<file path="src/rtl/arith_dec_if.sv">
// Request/response bundle for arith_dec: encoded words and keys in, recovered operands out.
// The slave side is the decoder; the master side is whoever issues requests and consumes results.
interface arith_dec_if;
  logic        in_valid;
  logic        in_ready;
  logic [16:0] c1;
  logic [16:0] c2;
  logic [33:0] c3;
  logic [15:0] in1;
  logic [15:0] in5;
  logic        out_valid;
  logic        out_ready;
  logic [15:0] rec2;
  logic [15:0] rec3;
  logic [15:0] rec4;
  logic [1:0]  err_code;

  modport slave (
    input  in_valid, c1, c2, c3, in1, in5, out_ready,
    output in_ready, out_valid, rec2, rec3, rec4, err_code
  );

  modport master (
    output in_valid, c1, c2, c3, in1, in5, out_ready,
    input  in_ready, out_valid, rec2, rec3, rec4, err_code
  );
endinterface

</file>
<file path="src/rtl/arith_dec.sv">
// Recovers in2/in3/in4 from encoded sum/difference/product words with a fixed 35-cycle
// latency, using a bit-serial restoring divider for the product term.
//   state | meaning
//   IDLE  | in_ready=1, waiting for a request
//   DIV   | one quotient bit per cycle, 34 cycles
//   FIX   | range/exactness check, result registered
//   DONE  | out_valid=1, results held until out_ready
module arith_dec (
  input  logic        clk,
  input  logic        rst,
  arith_dec_if.slave  bus
);

  typedef enum logic [1:0] {S_IDLE, S_DIV, S_FIX, S_DONE} state_t;

  state_t      r_state;
  state_t      w_next;
  logic [5:0]  r_cnt;
  logic [33:0] r_q;
  logic [16:0] r_rem;
  logic [15:0] r_in1;
  logic        r_neg;
  logic [15:0] r_rec2;
  logic [15:0] r_rec3;
  logic [15:0] r_rec4;
  logic [1:0]  r_err;

  logic [34:0] w_d;
  logic [33:0] w_absd;
  logic [16:0] w_sh;
  logic        w_ge;
  logic [16:0] w_sub;
  logic [18:0] w_t;
  logic [1:0]  w_err;

  assign w_d    = {1'b0, bus.c3} - {19'd0, bus.in5};
  // |D| < 2^34, so negating within 34 bits is exact
  assign w_absd = w_d[34] ? (34'd0 - w_d[33:0]) : w_d[33:0];

  assign w_sh  = {r_rem[15:0], r_q[33]};
  assign w_ge  = (w_sh >= {1'b0, r_in1});
  assign w_sub = w_ge ? (w_sh - {1'b0, r_in1}) : w_sh;
  assign w_t   = r_q[18:0] - {3'd0, r_rec2} - {3'd0, r_rec3};

  always_comb begin
    w_err = 2'd0;
    if (r_in1 == 16'd0)
      w_err = 2'd1;
    else if (r_neg)
      w_err = 2'd2;
    else if ((r_rem != 17'd0) || (w_t[18:16] != 3'd0))
      w_err = 2'd3;
  end

  always_ff @(posedge clk or posedge rst) begin
    if (rst) r_state <= S_IDLE;
    else     r_state <= w_next;
  end

  always_comb begin
    w_next = r_state;
    case (r_state)
      S_IDLE:  if (bus.in_valid)     w_next = S_DIV;
      S_DIV:   if (r_cnt == 6'd0)    w_next = S_FIX;
      S_FIX:                         w_next = S_DONE;
      S_DONE:  if (bus.out_ready)    w_next = S_IDLE;
      default:                       w_next = S_IDLE;
    endcase
  end

  always_ff @(posedge clk or posedge rst) begin
    if (rst) begin
      r_cnt  <= 6'd0;
      r_q    <= 34'd0;
      r_rem  <= 17'd0;
      r_in1  <= 16'd0;
      r_neg  <= 1'b0;
      r_rec2 <= 16'd0;
      r_rec3 <= 16'd0;
      r_rec4 <= 16'd0;
      r_err  <= 2'd0;
    end else begin
      case (r_state)
        S_IDLE: if (bus.in_valid) begin
          r_cnt  <= 6'd33;
          r_q    <= w_absd;
          r_rem  <= 17'd0;
          r_in1  <= bus.in1;
          r_neg  <= w_d[34];
          r_rec2 <= bus.c1[15:0] - bus.in1;
          r_rec3 <= bus.c2[15:0] + bus.c1[15:0];
          r_rec4 <= 16'd0;
          r_err  <= 2'd0;
        end
        S_DIV: begin
          r_q   <= {r_q[32:0], w_ge};
          r_rem <= w_sub;
          if (r_cnt != 6'd0) r_cnt <= r_cnt - 6'd1;
        end
        S_FIX: begin
          r_err  <= w_err;
          r_rec4 <= (w_err == 2'd0) ? w_t[15:0] : 16'd0;
        end
        default: ;
      endcase
    end
  end

  assign bus.in_ready  = (r_state == S_IDLE);
  assign bus.out_valid = (r_state == S_DONE);
  assign bus.rec2      = r_rec2;
  assign bus.rec3      = r_rec3;
  assign bus.rec4      = r_rec4;
  assign bus.err_code  = r_err;

endmodule

</file>
<file path="src/flat_wrapper.sv">
// flat-port wrapper written by rule: the top's interface ports become plain ports
module arith_dec_flat 
  (clk, rst, bus_in_valid, bus_c1, bus_c2, bus_c3, bus_in1, bus_in5, bus_out_ready, bus_in_ready, bus_out_valid, bus_rec2, bus_rec3, bus_rec4, bus_err_code);
  arith_dec_if bus_i ();
  input  logic clk;
  input  logic rst;
  input wire logic [$bits(bus_i.in_valid)-1:0] bus_in_valid;
  input wire logic [$bits(bus_i.c1)-1:0] bus_c1;
  input wire logic [$bits(bus_i.c2)-1:0] bus_c2;
  input wire logic [$bits(bus_i.c3)-1:0] bus_c3;
  input wire logic [$bits(bus_i.in1)-1:0] bus_in1;
  input wire logic [$bits(bus_i.in5)-1:0] bus_in5;
  input wire logic [$bits(bus_i.out_ready)-1:0] bus_out_ready;
  output wire logic [$bits(bus_i.in_ready)-1:0] bus_in_ready;
  output wire logic [$bits(bus_i.out_valid)-1:0] bus_out_valid;
  output wire logic [$bits(bus_i.rec2)-1:0] bus_rec2;
  output wire logic [$bits(bus_i.rec3)-1:0] bus_rec3;
  output wire logic [$bits(bus_i.rec4)-1:0] bus_rec4;
  output wire logic [$bits(bus_i.err_code)-1:0] bus_err_code;
  assign bus_i.in_valid = bus_in_valid;
  assign bus_i.c1 = bus_c1;
  assign bus_i.c2 = bus_c2;
  assign bus_i.c3 = bus_c3;
  assign bus_i.in1 = bus_in1;
  assign bus_i.in5 = bus_in5;
  assign bus_i.out_ready = bus_out_ready;
  assign bus_in_ready = bus_i.in_ready;
  assign bus_out_valid = bus_i.out_valid;
  assign bus_rec2 = bus_i.rec2;
  assign bus_rec3 = bus_i.rec3;
  assign bus_rec4 = bus_i.rec4;
  assign bus_err_code = bus_i.err_code;
  arith_dec u_core (.clk(clk), .rst(rst), .bus(bus_i));
endmodule
</file>
<file path="config.mk">
export PLATFORM = sky130hd
export DESIGN_NAME = arith_dec_flat
export DESIGN_NICKNAME = d
export VERILOG_FILES = /design/src/rtl/arith_dec_if.sv /design/src/rtl/arith_dec.sv /design/src/flat_wrapper.sv
export SDC_FILE = /design/constraint.sdc
export NUM_CORES = 1
export LEC_CHECK = 0
export ABC_AREA = 1
export CAP_MARGIN = 15
export CORE_UTILIZATION = 40
export DETAILED_ROUTE_END_ITERATION = 10
export PLACE_DENSITY_LB_ADDON = 0.15
export SYNTH_ARGS = -nofsm -noshare
export SYNTH_HDL_FRONTEND = slang
export SYNTH_SLANG_ARGS = --single-unit
</file>
<file path="constraint.sdc">
create_clock -name clk -period 3.98 [get_ports clk]
set_input_delay 0.398 -clock clk [delete_from_list [all_inputs] [get_ports clk]]
set_output_delay 0.398 -clock clk [all_outputs]
set_load 0.005 [all_outputs]
</file>
==> run metrics <==
Fin. Hold Viols 0; WHS 0.316 ns; CP startpoint kind flop; Final Cycle Share 76.0%; NumNets Final 2093; headroom to the max-slew limit 37.5%; clock latency at the later pin of the worst-skew pair 0.43 ns; Setup WS post-layout 0.954 ns; CP Capture Type flop; Crit-path slowest cell fa_1; Tot GR Track Use 24.2%; Routed WL per cell 15.0 um; Slew Limit Fails 0; status complete, no violations; IO buf count 153; multi-input logic area 0.00721 mm^2; Placer Congestion 0.894; Syn Std Cell Area 0.0116 mm^2; Inst Count DP 2246; Pwr Total 12.1 mW; Row Count 62; Clock Path Buffers 2; CTS tree built; Final Non-Filler Cells 2278; Max VDD drop 0.000551 V; DR vias/cell 5.05; WS Path Type flop to flop; Reg area 0.00315 mm^2; clock transition at the registers of the reported paths 0.08 ns; Iter 0 DRT Violations 912; maximum level of the CTS H-tree 4; num ports 156; CP most frequent cell nand2_1; worst slew pin tran 0.929 ns; final setup TNS 0 ns; sequential fraction of the synthesis area 27.1%; global-route wire length before repair 56000 um; synth unique cells 49; die footprint 0.0297 mm^2; max_cap viols 0; crit path time final 3.03 ns; reg2reg path depth 14; CP top delay family simple AND/OR/NAND/NOR gates; Overflow after GRT 0; Ys Warns 0; most frequent cells in the layout nand2_1, inv_1, clkdlybuf4s50_1; post-synthesis register bit count 126; Hold WC Path Type input port to asynchronous set/reset pin; leak pwr 7.04 nW; FFs w/ async S/R, synth 100%; Die Ht 172 um; Util after Layout 49.5%; Vias 11500; Place WS 0.641 ns; worst reg2reg endpoint u_core.bus.rec4[10]; cell count after synthesis 1736; die width 172 um; Final HPWL DP 27500 um; Core Area 0.0286 mm^2; Max Clock Skew 0.0214 ns; DRT Wirelength 34100 um; vias in the first global route 10800; Pwr per Cell Area 858 mW/mm^2; Final Instance Area 0.0142 mm^2; crit path buf inv count 1; Mapped Nets 1948; flop2flop setup slack 0.95 ns; Starting Density 40.6%; CP Launch Point u_core.bus.rec3[9]; hold_buf cts 0; maximum fanout along the worst path 16; post-CTS setup buffers 0; RSZ-0062 raised after global routing false; Post-synth EDFFs 0; post-cts gate resize count 0; WP data required 4.33 ns; syn_area_per_cell 6.69 um^2; Top FF cell, synth dfrtp_1; DRC viols 0; Setup Viol. Count Final 0; initial antenna violation count 0; DRT Pass-1 Iters 5; Sink Count 126; n_diodes 0; most common cell after layout, fill and taps aside nand2_1; FMAX 330 MHz; CTS buffer count 17; Root Buffer clkbuf_16; remaining antenna violation count 0; CP max stage delay 0.50 ns; WP data arrival 3.38 ns; P&R area growth vs syn 21.9%; share of cells above drive strength 1 6.23%; CP Cell Sequence inv_1, fa_1, ha_1, nand2_1, nand2_1, a21oi_1, nor2_1, nor2_1, nand2_1, nand2_1, nand4_1, nor2_4, nand3_4, o21ai_0; RR Startpoint u_core.bus.rec3[9]; placed instance area 0.0135 mm^2; largest net degree at the start of global routing 59; fill count 2913
## state kept, by name, summed over array words and instances, names as in the netlist
signal               count
u_core.r_q              34
u_core.r_rem            17
u_core.bus.rec2         16
u_core.bus.rec3         16
u_core.bus.rec4         16
u_core.r_in1            16
u_core.r_cnt             6
u_core.bus.err_code      2
u_core.r_state           2
u_core.r_neg             1
## cell usage after synthesis, types with 6 or more instances
cell,n,area (um^2)
clkbuf_1,26,97.6
ha_1,88,1100
o21bai_1,9,67.6
nand2_2,17,106
dfrtp_1,126,3150
o21ai_2,10,87.6
inv_2,9,33.8
nor2_2,8,50.1
nand4_1,30,188
fa_1,20,400
xor2_1,24,210
nand3_1,128,641
o21ai_0,120,601
xnor2_1,28,245
o21ai_1,23,115
a211oi_1,6,45.0
a21oi_1,94,470
o22ai_1,11,68.8
inv_1,279,1050
nand2_1,440,1650
nor3_1,23,115
nor2_1,148,556
or2_2,7,43.8
## worst max-delay path by stage
stage	depth (start not counted)	slack, ns	end
after floorplan	1	0.23	u_core.bus.err_code[0]
after global placement	18	0.67	u_core.r_q[5]
after detailed placement	18	0.64	u_core.r_q[5]
after CTS	14	0.93	u_core.bus.rec4[10]
after global routing	14	0.70	u_core.bus.rec4[12]
final	14	0.95	u_core.bus.rec4[10]
## final cells by class
cell class	instances	share of cell area, %
sequential	126	22.3
multi-input combinational	1283	50.9
clock inverter	15	1.31
timing repair buffer	163	11.4
inverter	290	7.71
clock buffer	17	3.00
tap	384	3.39
## kinds of logic after synthesis
family	share of synthesized area (%)
AO/OA/AOI/OAI	14.1
XOR/XNOR	3.92
adder cells (fa/ha/maj)	12.9
buffers and inverters	10.9
flip-flops	27.1
AND/OR/NAND/NOR	31.0
## power breakdown
group	internal [mW]	switching, mW
Combinational	3.11	5.10
Sequential	1.83	0.447
Clock	0.995	0.659
## routing by layer
metal  routed length [um]  global-route usage [%]  share of wire (%)
met3                 1440                    2.61                4.2
met1                17000                    35.3                 50
met2                15300                    38.3                 45
met5                    0                       0                  0
met4                  358                    4.81                1.0
Power figures use the tool's default switching activity.
